File: src/rtl/ticket_pkg.sv
// rtl/ticket_pkg.sv - shared state type, coin values and pricing helpers for the ticket vending controller
package ticket_pkg;

    typedef enum logic [2:0] {
        ST_SELECT   = 3'd0,
        ST_PAY      = 3'd1,
        ST_DISPENSE = 3'd2,
        ST_CHANGE   = 3'd3,
        ST_REFUND   = 3'd4
    } state_t;

    localparam logic [6:0] COIN1_VAL  = 7'd1;
    localparam logic [6:0] COIN5_VAL  = 7'd5;
    localparam logic [6:0] COIN10_VAL = 7'd10;
    localparam logic [6:0] COIN50_VAL = 7'd50;
    localparam logic [8:0] MONEY_MAX  = 9'd255;
    localparam int         TIMER_W    = 16;

    function automatic logic [3:0] price(input logic [1:0] ticket_type, input logic [1:0] ticket_count);
        return {2'b00, ticket_type} * {2'b00, ticket_count};
    endfunction

    function automatic logic [1:0] next_sel(input logic [1:0] sel);
        return (sel == 2'd3) ? 2'd1 : sel + 2'd1;
    endfunction

endpackage

File: src/rtl/ticket_sell_ctrl_if.sv
// rtl/ticket_sell_ctrl_if.sv - coin/button inputs and display-stage outputs of the ticket vending controller
interface ticket_sell_ctrl_if;

    logic       coin1;
    logic       coin5;
    logic       coin10;
    logic       coin50;
    logic       btn_type;
    logic       btn_count;
    logic       btn_confirm;
    logic       btn_cancel;
    logic [7:0] money;
    logic [1:0] ticketType;
    logic [1:0] ticketCount;
    logic [7:0] moneyReturn;
    logic       ticket_out;
    logic       coin_reject;
    logic       busy;

    modport master (
        output coin1, coin5, coin10, coin50,
        output btn_type, btn_count, btn_confirm, btn_cancel,
        input  money, ticketType, ticketCount, moneyReturn,
        input  ticket_out, coin_reject, busy
    );

    modport slave (
        input  coin1, coin5, coin10, coin50,
        input  btn_type, btn_count, btn_confirm, btn_cancel,
        output money, ticketType, ticketCount, moneyReturn,
        output ticket_out, coin_reject, busy
    );

endinterface

File: src/rtl/ticket_hold_timer.sv
// rtl/ticket_hold_timer.sv - loadable saturating down-counter; done while the count sits at zero
module ticket_hold_timer #(
    parameter int W = 16
) (
    input  logic         clk,
    input  logic         rst,
    input  logic         i_load,
    input  logic [W-1:0] i_load_val,
    input  logic         i_en,
    output logic         o_done
);

    logic [W-1:0] r_cnt;

    always_ff @(posedge clk) begin
        if (!rst) begin
            r_cnt <= '0;
        end else if (i_load) begin
            r_cnt <= i_load_val;
        end else if (i_en && (r_cnt != '0)) begin
            r_cnt <= r_cnt - 1'b1;
        end
    end

    assign o_done = (r_cnt == '0);

endmodule

File: src/rtl/ticket_sell_ctrl.sv
// rtl/ticket_sell_ctrl.sv - ticket vending FSM; define TICKET_TIMEOUT_EN to refund automatically after an idle PAY period
module ticket_sell_ctrl
    import ticket_pkg::*;
#(
    parameter int HOLD_CYCLES    = 100,
    parameter int TIMEOUT_CYCLES = 5000
) (
    input  logic               clk,
    input  logic               rst,
    ticket_sell_ctrl_if.slave  io_sell
);

    localparam logic [TIMER_W-1:0] HOLD_LOAD    = TIMER_W'(HOLD_CYCLES - 1);
    localparam logic [TIMER_W-1:0] TIMEOUT_LOAD = TIMER_W'(TIMEOUT_CYCLES - 1);

    state_t       r_state, w_state_nxt;
    logic [7:0]   r_money, w_money_nxt;
    logic [1:0]   r_type, w_type_nxt;
    logic [1:0]   r_count, w_count_nxt;
    logic [7:0]   r_return, w_return_nxt;
    logic         r_ticket, w_ticket_nxt;
    logic         r_reject, w_reject_nxt;
    logic         r_busy, w_busy_nxt;

    logic [6:0]   w_coin_sum;
    logic         w_coin_any;
    logic [8:0]   w_money_sum;
    logic         w_overflow;
    logic [3:0]   w_price;
    logic         w_activity;
    logic         w_timeout;

    logic                w_tmr_load;
    logic [TIMER_W-1:0]  w_tmr_load_val;
    logic                w_tmr_en;
    logic                w_tmr_done;

    assign w_coin_sum  = (io_sell.coin1  ? COIN1_VAL  : 7'd0)
                       + (io_sell.coin5  ? COIN5_VAL  : 7'd0)
                       + (io_sell.coin10 ? COIN10_VAL : 7'd0)
                       + (io_sell.coin50 ? COIN50_VAL : 7'd0);
    assign w_coin_any  = (w_coin_sum != 7'd0);
    assign w_money_sum = {1'b0, r_money} + {2'b00, w_coin_sum};
    assign w_overflow  = (w_money_sum > MONEY_MAX);
    assign w_price     = price(r_type, r_count);
    assign w_activity  = w_coin_any | io_sell.btn_type | io_sell.btn_count
                       | io_sell.btn_confirm | io_sell.btn_cancel;

`ifdef TICKET_TIMEOUT_EN
    assign w_timeout = (r_state == ST_PAY) && !w_activity && w_tmr_done;
`else
    assign w_timeout = 1'b0;
`endif

    // One timer paces ticket pulses, holds change/refund and measures PAY idle time.
    ticket_hold_timer #(.W(TIMER_W)) u_timer (
        .clk        (clk),
        .rst        (rst),
        .i_load     (w_tmr_load),
        .i_load_val (w_tmr_load_val),
        .i_en       (w_tmr_en),
        .o_done     (w_tmr_done)
    );

    always_comb begin
        w_state_nxt    = r_state;
        w_money_nxt    = r_money;
        w_type_nxt     = r_type;
        w_count_nxt    = r_count;
        w_return_nxt   = r_return;
        w_ticket_nxt   = 1'b0;
        w_reject_nxt   = 1'b0;
        w_tmr_load     = 1'b0;
        w_tmr_load_val = HOLD_LOAD;
        w_tmr_en       = 1'b0;

        case (r_state)
            ST_SELECT: begin
                if (io_sell.btn_type)  w_type_nxt  = next_sel(r_type);
                if (io_sell.btn_count) w_count_nxt = next_sel(r_count);
                if (w_coin_any) begin
                    w_money_nxt    = w_money_sum[7:0];
                    w_state_nxt    = ST_PAY;
                    w_tmr_load     = 1'b1;
                    w_tmr_load_val = TIMEOUT_LOAD;
                end
            end
            ST_PAY: begin
                w_tmr_en       = 1'b1;
                w_tmr_load     = w_activity;
                w_tmr_load_val = TIMEOUT_LOAD;
                if (io_sell.btn_cancel || w_timeout) begin
                    w_return_nxt   = r_money;
                    w_money_nxt    = 8'd0;
                    w_reject_nxt   = w_coin_any;
                    w_state_nxt    = ST_REFUND;
                    w_tmr_load     = 1'b1;
                    w_tmr_load_val = HOLD_LOAD;
                end else if (io_sell.btn_confirm && ({4'b0000, w_price} <= r_money)) begin
                    // Coins arriving with an accepted confirm are turned away so the paid sum stays fixed.
                    w_reject_nxt   = w_coin_any;
                    w_state_nxt    = ST_DISPENSE;
                    w_ticket_nxt   = 1'b1;
                    w_tmr_load     = 1'b1;
                    w_tmr_load_val = {{(TIMER_W-3){1'b0}}, ({r_count, 1'b0} - 3'd1)};
                end else if (w_coin_any) begin
                    if (w_overflow) w_reject_nxt = 1'b1;
                    else            w_money_nxt  = w_money_sum[7:0];
                end
            end
            ST_DISPENSE: begin
                w_reject_nxt = w_coin_any;
                if (w_tmr_done) begin
                    w_return_nxt = r_money - {4'b0000, w_price};
                    w_money_nxt  = 8'd0;
                    w_state_nxt  = ST_CHANGE;
                    w_tmr_load   = 1'b1;
                end else begin
                    w_tmr_en     = 1'b1;
                    w_ticket_nxt = ~r_ticket;
                end
            end
            ST_CHANGE, ST_REFUND: begin
                w_reject_nxt = w_coin_any;
                if (w_tmr_done) begin
                    w_return_nxt = 8'd0;
                    w_type_nxt   = 2'd1;
                    w_count_nxt  = 2'd1;
                    w_state_nxt  = ST_SELECT;
                end else begin
                    w_tmr_en = 1'b1;
                end
            end
            default: begin
                w_state_nxt = ST_SELECT;
            end
        endcase

        w_busy_nxt = (w_state_nxt == ST_DISPENSE) || (w_state_nxt == ST_CHANGE)
                  || (w_state_nxt == ST_REFUND);
    end

    always_ff @(posedge clk) begin
        if (!rst) begin
            r_state  <= ST_SELECT;
            r_money  <= 8'd0;
            r_type   <= 2'd1;
            r_count  <= 2'd1;
            r_return <= 8'd0;
            r_ticket <= 1'b0;
            r_reject <= 1'b0;
            r_busy   <= 1'b0;
        end else begin
            r_state  <= w_state_nxt;
            r_money  <= w_money_nxt;
            r_type   <= w_type_nxt;
            r_count  <= w_count_nxt;
            r_return <= w_return_nxt;
            r_ticket <= w_ticket_nxt;
            r_reject <= w_reject_nxt;
            r_busy   <= w_busy_nxt;
        end
    end

    assign io_sell.money       = r_money;
    assign io_sell.ticketType  = r_type;
    assign io_sell.ticketCount = r_count;
    assign io_sell.moneyReturn = r_return;
    assign io_sell.ticket_out  = r_ticket;
    assign io_sell.coin_reject = r_reject;
    assign io_sell.busy        = r_busy;

endmodule
File: src/flat_wrapper.sv
// flat-port wrapper written by rule: the top's interface ports become plain ports
module ticket_sell_ctrl_flat import ticket_pkg::*;
#(
    parameter int HOLD_CYCLES    = 100,
    parameter int TIMEOUT_CYCLES = 5000
)
  (clk, rst, io_sell_coin1, io_sell_coin5, io_sell_coin10, io_sell_coin50, io_sell_btn_type, io_sell_btn_count, io_sell_btn_confirm, io_sell_btn_cancel, io_sell_money, io_sell_ticketType, io_sell_ticketCount, io_sell_moneyReturn, io_sell_ticket_out, io_sell_coin_reject, io_sell_busy);
  ticket_sell_ctrl_if io_sell_i ();
  input  logic clk;
  input  logic rst;
  input wire logic [$bits(io_sell_i.coin1)-1:0] io_sell_coin1;
  input wire logic [$bits(io_sell_i.coin5)-1:0] io_sell_coin5;
  input wire logic [$bits(io_sell_i.coin10)-1:0] io_sell_coin10;
  input wire logic [$bits(io_sell_i.coin50)-1:0] io_sell_coin50;
  input wire logic [$bits(io_sell_i.btn_type)-1:0] io_sell_btn_type;
  input wire logic [$bits(io_sell_i.btn_count)-1:0] io_sell_btn_count;
  input wire logic [$bits(io_sell_i.btn_confirm)-1:0] io_sell_btn_confirm;
  input wire logic [$bits(io_sell_i.btn_cancel)-1:0] io_sell_btn_cancel;
  output wire logic [$bits(io_sell_i.money)-1:0] io_sell_money;
  output wire logic [$bits(io_sell_i.ticketType)-1:0] io_sell_ticketType;
  output wire logic [$bits(io_sell_i.ticketCount)-1:0] io_sell_ticketCount;
  output wire logic [$bits(io_sell_i.moneyReturn)-1:0] io_sell_moneyReturn;
  output wire logic [$bits(io_sell_i.ticket_out)-1:0] io_sell_ticket_out;
  output wire logic [$bits(io_sell_i.coin_reject)-1:0] io_sell_coin_reject;
  output wire logic [$bits(io_sell_i.busy)-1:0] io_sell_busy;
  assign io_sell_i.coin1 = io_sell_coin1;
  assign io_sell_i.coin5 = io_sell_coin5;
  assign io_sell_i.coin10 = io_sell_coin10;
  assign io_sell_i.coin50 = io_sell_coin50;
  assign io_sell_i.btn_type = io_sell_btn_type;
  assign io_sell_i.btn_count = io_sell_btn_count;
  assign io_sell_i.btn_confirm = io_sell_btn_confirm;
  assign io_sell_i.btn_cancel = io_sell_btn_cancel;
  assign io_sell_money = io_sell_i.money;
  assign io_sell_ticketType = io_sell_i.ticketType;
  assign io_sell_ticketCount = io_sell_i.ticketCount;
  assign io_sell_moneyReturn = io_sell_i.moneyReturn;
  assign io_sell_ticket_out = io_sell_i.ticket_out;
  assign io_sell_coin_reject = io_sell_i.coin_reject;
  assign io_sell_busy = io_sell_i.busy;
  ticket_sell_ctrl #(.HOLD_CYCLES(HOLD_CYCLES), .TIMEOUT_CYCLES(TIMEOUT_CYCLES)) u_core (.clk(clk), .rst(rst), .io_sell(io_sell_i));
endmodule
File: config.mk
export PLATFORM = sky130hd
export DESIGN_NAME = ticket_sell_ctrl_flat
export DESIGN_NICKNAME = d
export VERILOG_FILES = /design/src/rtl/ticket_pkg.sv /design/src/rtl/ticket_sell_ctrl_if.sv /design/src/rtl/ticket_hold_timer.sv /design/src/rtl/ticket_sell_ctrl.sv /design/src/flat_wrapper.sv
export SDC_FILE = /design/constraint.sdc
export NUM_CORES = 1
export LEC_CHECK = 0
export ABC_CLOCK_PERIOD_IN_PS = 7250
export CORE_UTILIZATION = 55
export CTS_BUF_LIST = sky130_fd_sc_hd__clkbuf_4 sky130_fd_sc_hd__clkbuf_8 sky130_fd_sc_hd__clkbuf_16
export CTS_CLUSTER_SIZE = 24
export DETAILED_ROUTE_END_ITERATION = 16
export PLACE_DENSITY = 0.78
export REMOVE_ABC_BUFFERS = 1
export SYNTH_ARGS = -nofsm -noshare
export SYNTH_HDL_FRONTEND = slang
export SYNTH_HIERARCHICAL = 1
export SYNTH_SLANG_ARGS = --single-unit
File: constraint.sdc
create_clock -name clk -period 7.25 [get_ports clk]
set_input_delay 0.725 -clock clk [delete_from_list [all_inputs] [get_ports clk]]
set_output_delay 0.725 -clock clk [all_outputs]
set_load 0.01 [all_outputs]
== Word level (Yosys, flattened, before mapping) ==
Index checks and enable logic that the tools add are counted.

* Register bits after elaboration: 42
* Bits of input ports: 10
* Output and inout port bits: 23
* Word-level logic and storage cells: 111

* Add/sub/neg operators: 9
* Multiply operators: 1
* Magnitude comparators: 2
* Equal/unequal tests: 18
* Muxes and demuxes: 49
* Bitwise operators: 5
* Reduce and logical (&&, ||, !) cells: 18

{| class="wikitable"
|+ Operators with widths
! kind !! count
|-
| $mux W8 || 8
|-
| $mux W16 || 3
|-
| $pmux W8 S3 || 2
|-
| $pmux W16 S2 || 1
|-
| $mux W13 || 2
|-
| $add A7 B7 Y7 || 3
|-
| $mux W3 || 6
|-
| $logic_not A16 Y1 || 1
|-
| $reduce_bool A16 Y1 || 1
|-
| $sub A16 B1 Y16 const B || 1
|-
| $mux W1 || 13
|-
| $eq A3 B2 Y1 const B || 4
|-
| $pmux W3 S4 || 1
|-
| $mux W2 || 5
|-
| $ne A2 B2 Y1 const B || 5
|-
| $add A8 B7 Y9 || 1
|-
| $gt A9 B8 Y1 const B || 1
|-
| $le A4 B8 Y1 || 1
|-
| $pmux W2 S2 || 2
|-
| $sub A8 B4 Y8 || 1
|-
| $reduce_bool A7 Y1 || 1
|-
| $eq A3 B3 Y1 const B || 2
|-
| $mux W6 || 1
|-
| $ne A3 B3 Y1 const B || 2
|-
| other kinds (22) || 34
|}

== Logic depth before layout (Yosys ltp) ==
Gate-level depths: netlist of the first run.

* Word-level depth: 13
* Gate-level depth with buffers: 13

== Cells and area by module ==
Netlist of the first run, hierarchy kept.

{| class="wikitable"
|+ By module, submodules not included
! module !! times used !! cells an instance !! area each (µm²) !! sequential area each (µm²)
|-
| ticket_sell_ctrl || 1 || 260 || 2,055.7 || 520.5
|-
| ticket_hold_timer || 1 || 114 || 922.1 || 320.3
|}

== Worst setup path before layout of the first run ==
No wires, ideal clock.

* Path kind: input to register
* Start point: in io_sell_coin1
* End point: reg u_core.r_money[3] (netlist: u_core/io_sell.money[3])
* Arrival: 3.110 ns
* Path slack: 4.017 ns
* Stages on the path: 9
* Buffers on the path: 1
* Path through: ha_1 -> fa_1 -> fa_1 -> a211oi_1 -> o21ai_0 -> o211a_1 -> o31ai_4 -> buf_2 -> o21ai_0

* Cells in the longest elaborated chain, start to end: 10

{| class="wikitable"
|+ Ends and longest elaborated chain
! item !! RTL line !! text
|-
| start: declaration || flat_wrapper.sv:11 || <nowiki>input wire logic [$bits(io_sell_i.coin1)-1:0] io_sell_coin1;</nowiki>
|-
| $mux W1 * || ticket_sell_ctrl.sv:38 || <nowiki>assign w_coin_sum = (io_sell.coin1 ? COIN1_VAL : 7'd0)</nowiki>
|-
| $add A7 B7 Y7 * || ticket_sell_ctrl.sv:39 || <nowiki>+ (io_sell.coin5 ? COIN5_VAL : 7'd0)</nowiki>
|-
| $add A7 B7 Y7 * || ticket_sell_ctrl.sv:40 || <nowiki>+ (io_sell.coin10 ? COIN10_VAL : 7'd0)</nowiki>
|-
| $add A7 B7 Y7 * || ticket_sell_ctrl.sv:41 || <nowiki>+ (io_sell.coin50 ? COIN50_VAL : 7'd0);</nowiki>
|-
| parallel branches: the longest is 6 deep, another holds $add A8 B7 Y9 || - ||
|-
| end signal: assignment || ticket_sell_ctrl.sv:155 || <nowiki>r_money <= w_money_nxt;</nowiki>
|-
| end: declaration || ticket_sell_ctrl.sv:17 || <nowiki>logic [7:0] r_money, w_money_nxt;</nowiki>
|}

Mark *: on every way between the ends. The select of a mux whose other input is x is not followed.
A chain may end at the register's enable or synchronous reset.

== Worst setup path after layout of the first run ==
* Start point: in io_sell_coin5
* End point: reg u_core.r_money[7] (netlist: u_core/io_sell.money[7])

* Cells in the longest elaborated chain, start to end: 10

{| class="wikitable"
|+ Ends and longest elaborated chain
! item !! RTL line !! text
|-
| start: declaration || flat_wrapper.sv:12 || <nowiki>input wire logic [$bits(io_sell_i.coin5)-1:0] io_sell_coin5;</nowiki>
|-
| $mux W3 * || ticket_sell_ctrl.sv:39 ||
|-
| $add A7 B7 Y7 * || ticket_sell_ctrl.sv:39 ||
|-
| $add A7 B7 Y7 * || ticket_sell_ctrl.sv:40 ||
|-
| $add A7 B7 Y7 * || ticket_sell_ctrl.sv:41 ||
|-
| parallel branches: the longest is 6 deep, another holds $add A8 B7 Y9 || - ||
|}

Marked as above.

==> results.sh, run 1 <==
export IMPL_worstSetupPathType="in2reg"
export IMPL_viasPerCell=5.847
export IMPL_syn_to_final_growth_pct=15.46
export IMPL_rows=26
export IMPL_cts_tree="built"
export IMPL_cp_required_ns=7.44
export IMPL_finalNetCount=437
export IMPL_cts_sinks=42
export IMPL_antenna_found_initial=0
export IMPL_fillers=448
export IMPL_drt_iter0_drc=117
export IMPL_place_inst=468
export IMPL_hold_viol=0
export IMPL_grt_max_degree=35
export IMPL_dp_hpwl_um=5191
export IMPL_synthFlopType="dfxtp_1"
export IMPL_final_cells=476
export IMPL_worstSetupEndpointType="flip-flop"
export IMPL_relSlewSlack_pct=43.52
export IMPL_max_clock_freq_mhz=251.9
export IMPL_cts_htree_levels=2
export IMPL_die_area_um2=5712
export IMPL_slew_viol_final=0
export IMPL_first_pass_iters=4
export IMPL_gp_congestion=0.9039
export IMPL_grt_pass1_wl_um=11450
export IMPL_cp_arrival_ns=4.16
export IMPL_layout_drive_gt1_share_pct=4.926
export IMPL_rsz0062_at_grt="false"
export IMPL_postCtsSetupRepairBufs=0
export IMPL_clockBufferDepth=2
export IMPL_ys_warn_count=6
export IMPL_grt_usage_pct=25.99
export IMPL_chipWidth_um=75.58
export IMPL_diodes=0
export IMPL_ff_latch_area_um2=840.8
export IMPL_multi_input_area_um2=2027
export IMPL_io_pins=33
export IMPL_start_kind="input pin"
export IMPL_grt_ovfl_total=0
export IMPL_grt_pass1_vias=2645
export IMPL_finalCritPeriodShare_pct=54.75
export IMPL_dpl_instance_area_um2=3343
export IMPL_peakVddDrop_mv=0.2094
export IMPL_wl_per_cell_um=14.64
export IMPL_synth_edf_count=0
export IMPL_hold_slack_ns=0.5017
export IMPL_cts_repair_resized=0
export IMPL_async_reset_ff_share_pct=0
export IMPL_insertion_delay_ns=0.30
export IMPL_seq_area_frac_synth_pct=28.24
export IMPL_hold_buffers=0
export IMPL_root_buffer="clkbuf_8"
export IMPL_numPortBuffers=32
export IMPL_crit_path_max_fanout=16
export IMPL_holdCritPathClass="reg2reg"
export IMPL_initial_utilization_pct=57.57
export IMPL_finalCriticalPeriod_ns=3.970
export IMPL_post_route_drc_count=0
export IMPL_max_slew_worst_pin_slew_ns=0.8472
export IMPL_cts_buffers=5
export IMPL_via_count=2783
export IMPL_die_y_um=75.58
export IMPL_syn_avg_cell_area_um2=7.962
export IMPL_final_common_cell="dfxtp_1"
export IMPL_synth_cells=374
export IMPL_layout_common_cells="42 x dfxtp_1, 36 x o21ai_0, 35 x nor2_1"
export IMPL_pwr_density_cell_nw_per_um2=366.2
export IMPL_final_area_um2=3438
export IMPL_fin_skew_ns=0.008137
export IMPL_setup_viol=0
export IMPL_ys_seq_elements=42
export IMPL_detail_route_antenna_nets=0
export IMPL_power_leakage_uw=0.001336
export IMPL_clkSlewWorstSetupHoldPaths_ns=0.08
export IMPL_status="complete, no violations"
export IMPL_drv_cap=0
export IMPL_synthesis_area_um2=2978
export IMPL_synth_cell_types=61
export IMPL_drt_wl_total_um=6970
export IMPL_timing_setup_tns_ns=0
export IMPL_core_area_um2=5172
[area by class of cell]
cell class	instances	share of cell area [%]
Clock buffer	7	2.620
Multi-Input combinational cell	307	58.95
Clock inverter	1	0.1456
Sequential cell	42	24.45
Tap cell	70	2.547
Inverter	16	1.747
Timing Repair Buffer	33	9.534
[power breakdown]
group | total (uW) | switching [uW] | leakage, uW | internal (uW)
clock | 158 | 77.7 | 0.0000517 | 80.6
sequential | 404 | 104 | 0.000347 | 300
combinational | 697 | 368 | 0.000937 | 329
[through the flow]
| step | utilization (%) | power (uW) | setup slack (ns) |
|---|---|---|---|
| detailed placement | 64.63 | 1096 | 3.008 |
| global route | 66.47 | 1369 | 3.018 |
| finish | 66.47 | 1259 | 3.280 |
| floorplan | - | 881.8 | 3.858 |
| CTS | 66.47 | 1261 | 3.310 |
| global placement | 64.63 | 1083 | 3.133 |
[cell usage after synthesis (5+ instances only)]
master	number	area, um2
a211oi_1	8	60.06
nand2_1	32	120.1
nor3_1	11	55.05
a22oi_1	6	45.04
nand2b_1	7	43.79
dfxtp_1	42	840.8
ha_1	19	237.7
xnor2_1	18	157.7
nand3_1	6	30.03
clkbuf_1	9	33.78
nor4_1	6	37.54
a21oi_1	28	140.1
nor2b_1	9	56.30
inv_1	16	60.06
nor2_1	35	131.4
nand4_1	5	31.28
o21ai_0	36	180.2
[state kept, by name, indices dropped and copies added (netlist names)]
signal and count:
u_core/io_sell.ticket_out 1, u_core/io_sell.coin_reject 1, u_core/io_sell.busy 1, u_core/io_sell.ticketCount 2
u_core/io_sell.moneyReturn 8, u_core/r_state 3, u_core/io_sell.money 8, u_core/u_timer/r_cnt 16
u_core/io_sell.ticketType 2
[cell families (layout without fill, tap and decap cells)]
| family | after synthesis | in the layout | synth area share (%) |
|---|---|---|---|
| muxes | 4 | 4 | 1.387 |
| buffers and inverters | 31 | 57 | 4.454 |
| DFF | 42 | 42 | 28.24 |
| xor gates and xnor gates | 22 | 22 | 6.470 |
| AOI/OAI and AO/OA | 117 | 117 | 25.63 |
| adders and majority gates | 22 | 22 | 10.00 |
| other | 2 | 8 | 0.2522 |
| and+or+nand+nor | 134 | 134 | 23.57 |
[final timing paths]
kind	startpoint	endpoint	slack (ns)	depth (start not counted)
max reg2reg	u_core/u_timer/r_cnt[7]	u_core/io_sell.money[7]	3.85	8
max	io_sell_coin5	u_core/io_sell.money[7]	3.28	10
min reg2reg	u_core/io_sell.moneyReturn[2]	u_core/io_sell.moneyReturn[2]	0.50	2
min	u_core/io_sell.moneyReturn[2]	u_core/io_sell.moneyReturn[2]	0.50	2
[critical path, stage by stage]
cell	delay (ns)
clkdlybuf4s50_1	0.59
ha_1	0.23
fa_1	0.49
fa_1	0.48
a211oi_1	0.25
o21ai_0	0.17
o211a_1	0.29
o31ai_4	0.56
a21boi_0	0.18
o21a_1	0.20
[routing by layer]
layer	up-vias	share of wire [%]	GRT usage [%]	routed length, um
li1	1411	-	-	-
met1	1310	45	30.86	3126
met2	48	50	47.52	3511
met3	14	3.1	3.704	215
met4	0	1.7	9.465	117
met5	-	0	0	0
Note: power is estimated with default switching activity, not from simulation.
==> run 2: changes to the inputs <==
--- a/config.mk
+++ b/config.mk
@@ -5,12 +5,12 @@
 export SDC_FILE = /design/constraint.sdc
 export NUM_CORES = 1
 export LEC_CHECK = 0
-export ABC_CLOCK_PERIOD_IN_PS = 7250
-export CORE_UTILIZATION = 55
+export ABC_CLOCK_PERIOD_IN_PS = 3260
+export CORE_UTILIZATION = 51
 export CTS_BUF_LIST = sky130_fd_sc_hd__clkbuf_4 sky130_fd_sc_hd__clkbuf_8 sky130_fd_sc_hd__clkbuf_16
 export CTS_CLUSTER_SIZE = 24
 export DETAILED_ROUTE_END_ITERATION = 16
-export PLACE_DENSITY = 0.78
+export PLACE_DENSITY = 0.76
 export REMOVE_ABC_BUFFERS = 1
 export SYNTH_ARGS = -nofsm -noshare
 export SYNTH_HDL_FRONTEND = slang
==> constraint.sdc (replaced) <==
create_clock -name clk -period 3.26 [get_ports clk]
set_input_delay 0.326 -clock clk [delete_from_list [all_inputs] [get_ports clk]]
set_output_delay 0.326 -clock clk [all_outputs]
set_load 0.01 [all_outputs]
==> run 2 against run 1 <==
  * Total power grew 140%
  * Flip-flop and latch count is the same
  * Core utilization shrank 2.1 points
  * Worst hold slack gained 0.0011 ns
  * Clock skew grew 0.0013 ns
  * Critical endpoint is now u_core/io_sell.money[2]
  * Highest routed layer unchanged
==> results.sh, run 2 (synthesis gave the netlist of run 1 again) <==
export IMPL_clkSlewWorstSetupHoldPaths_ns=0.08
export IMPL_critPathBufInv=2
export IMPL_cts_htree_levels=2
export IMPL_detail_route_antenna_nets=0
export IMPL_worstSetupEndpointType="flip-flop"
export IMPL_r2r_start="u_core/io_sell.ticketCount[0]"
export IMPL_io_pins=33
export IMPL_status="complete, no violations"
export IMPL_worstSetupPathType="in2reg"
export IMPL_start_kind="input pin"
export IMPL_largest_register_ffs=16
export IMPL_rows=27
export IMPL_drt_iter0_drc=149
export IMPL_cts_tree="built"
export IMPL_gp_congestion=0.8869
export IMPL_post_route_drc_count=0
export IMPL_antenna_found_initial=0
export IMPL_hold_buffers=0
export IMPL_pwr_density_cell_nw_per_um2=827.6
export IMPL_finalCritPeriodShare_pct=92.98
export IMPL_die_y_um=78.41
export IMPL_grt_max_degree=30
export IMPL_setup_viol=0
export IMPL_hold_viol=0
export IMPL_drt_wl_total_um=7361
export IMPL_peakVddDrop_mv=0.6866
export IMPL_min_to="u_core/io_sell.moneyReturn[1]"
export IMPL_finalCriticalPeriod_ns=3.031
export IMPL_cp_arrival_ns=3.26
export IMPL_reg2reg_depth=9
export IMPL_crit_path_max_fanout=10
export IMPL_cp_required_ns=3.48
export IMPL_chipWidth_um=78.41
export IMPL_post_route_util_pct=64.38
export IMPL_postCtsSetupRepairBufs=0
export IMPL_hold_slack_ns=0.5028
export IMPL_root_buffer="clkbuf_8"
export IMPL_via_count=2839
export IMPL_largest_register="u_core/u_timer/r_cnt"
export IMPL_viasPerCell=5.770
export IMPL_cp_top_family="adder cells"
export IMPL_layout_common_cells="42 x dfxtp_1, 36 x o21ai_0, 35 x nor2_1"
export IMPL_insertion_delay_ns=0.29
export IMPL_crit_slowest_cell="clkdlybuf4s50_1"
export IMPL_core_area_um2=5574
export IMPL_wl_per_cell_um=14.96
export IMPL_power_leakage_uw=0.001419
export IMPL_holdCritPathClass="reg2reg"
export IMPL_drv_cap=0
export IMPL_r2r_setup_slack_ns=0.42
export IMPL_r2r_end="u_core/io_sell.busy"
export IMPL_cts_sinks=42
export IMPL_clockBufferDepth=2
export IMPL_first_pass_iters=4
export IMPL_syn_to_final_growth_pct=20.50
export IMPL_diodes=0
export IMPL_holdPathStages=2
export IMPL_max_clock_freq_mhz=329.9
export IMPL_die_area_um2=6148
export IMPL_final_common_cell="dfxtp_1"
export IMPL_max_stage_delay_ns=0.49
export IMPL_dp_hpwl_um=5453
export IMPL_relSlewSlack_pct=48.92
export IMPL_grt_pass1_wl_um=12600
export IMPL_grt_usage_pct=25.59
export IMPL_timing_critical_path_mode_cell="fa_1"
export IMPL_layout_drive_gt1_share_pct=8.333
export IMPL_numPortBuffers=32
export IMPL_cts_buffers=5
export IMPL_finalNetCount=452
export IMPL_min_from="u_core/io_sell.moneyReturn[1]"
export IMPL_fin_skew_ns=0.009449
export IMPL_initial_utilization_pct=53.42
export IMPL_max_slew_worst_pin_slew_ns=0.7555
export IMPL_slew_viol_final=0
export IMPL_rsz0062_at_grt="false"
export IMPL_grt_pass1_vias=2725
export IMPL_grt_ovfl_total=0
export IMPL_worstPathCellList="clkdlybuf4s50_1 > ha_1 > fa_1 > fa_1 > a211oi_2 > o21ai_0 > o211a_1 > o31ai_4 > buf_4 > nand4_1 > o21ai_1"
## run 2: changes by cell type in the layout (fill, tap and decap cells not counted)
| cell | previous run | this run |
|---|---|---|
| bufinv_16 | 0 | 1 |
| buf_4 | 1 | 15 |
| a211oi_2 | 0 | 1 |
| clkinv_2 | 1 | 0 |
| buf_12 | 0 | 1 |
| clkbuf_4 | 1 | 0 |
| a211oi_1 | 8 | 7 |
## run 2: how the worst max path moves through the flow
stage,from,end,slack [ns],cells past startpoint
finish,io_sell_coin5,u_core/io_sell.money[2],0.23,11
detailed placement,io_sell_coin5,u_core/io_sell.money[1],-0.06,11
global placement,io_sell_coin5,u_core/io_sell.money[2],0.05,11
CTS,io_sell_coin5,u_core/io_sell.money[2],0.22,11
global route,io_sell_coin5,u_core/io_sell.money[2],0.07,13
floorplan,io_sell_coin1,u_core/io_sell.money[7],0.27,9
## run 2: power breakdown
part	total (uW)	leakage, uW	switching, uW	internal (uW)
clock network	421	0.0000573	176	245
registers	885	0.000347	218	667
logic	1660	0.00101	867	796
## run 2: timing repair
item / in CTS / in global routing
hold endpoints to repair: 0 / 0
gates resized for setup: 0 / 1
setup endpoints to repair: 0 / 1
## run 2: area by class of cell
cell class	instances	area, um2
clock inverters	1	30.03
repair buffers	48	452.9
fillers	507	1986
flip-flops and latches	42	840.8
clock buffers	6	82.58
well taps	72	90.09
inverters	16	60.06
multi-input cells	307	2032
## run 2: metrics by stage
step	total power, uW	setup WS [ns]	instance area (um2)	cells	TNS [ns]
floorplan	1961	0.2667	2928	365	0
global placement	2478	0.05014	3471	485	0
detailed placement	2517	-0.05879	3471	485	-0.2851
CTS	2951	0.2244	3583	492	0
global route	3220	0.06993	3588	492	0
finish	2970	0.2288	3588	492	0
## run 2: worst register-to-register path: cells and delay by family, from the launching register on
kind	cells	cell delay, ns
AOI/OAI and AO/OA	4	1.04
adders and majority gates	2	0.74
and+or+nand+nor	3	0.62
DFF	1	0.37
## run 2: per-layer routing
layer	global-route usage [%]	vias to the layer above	routed length, um
li1	-	1440	-
met3	3.953	11	230
met1	31.97	1329	3435
met2	44.47	59	3610
met5	0	-	0
met4	8.889	0	85
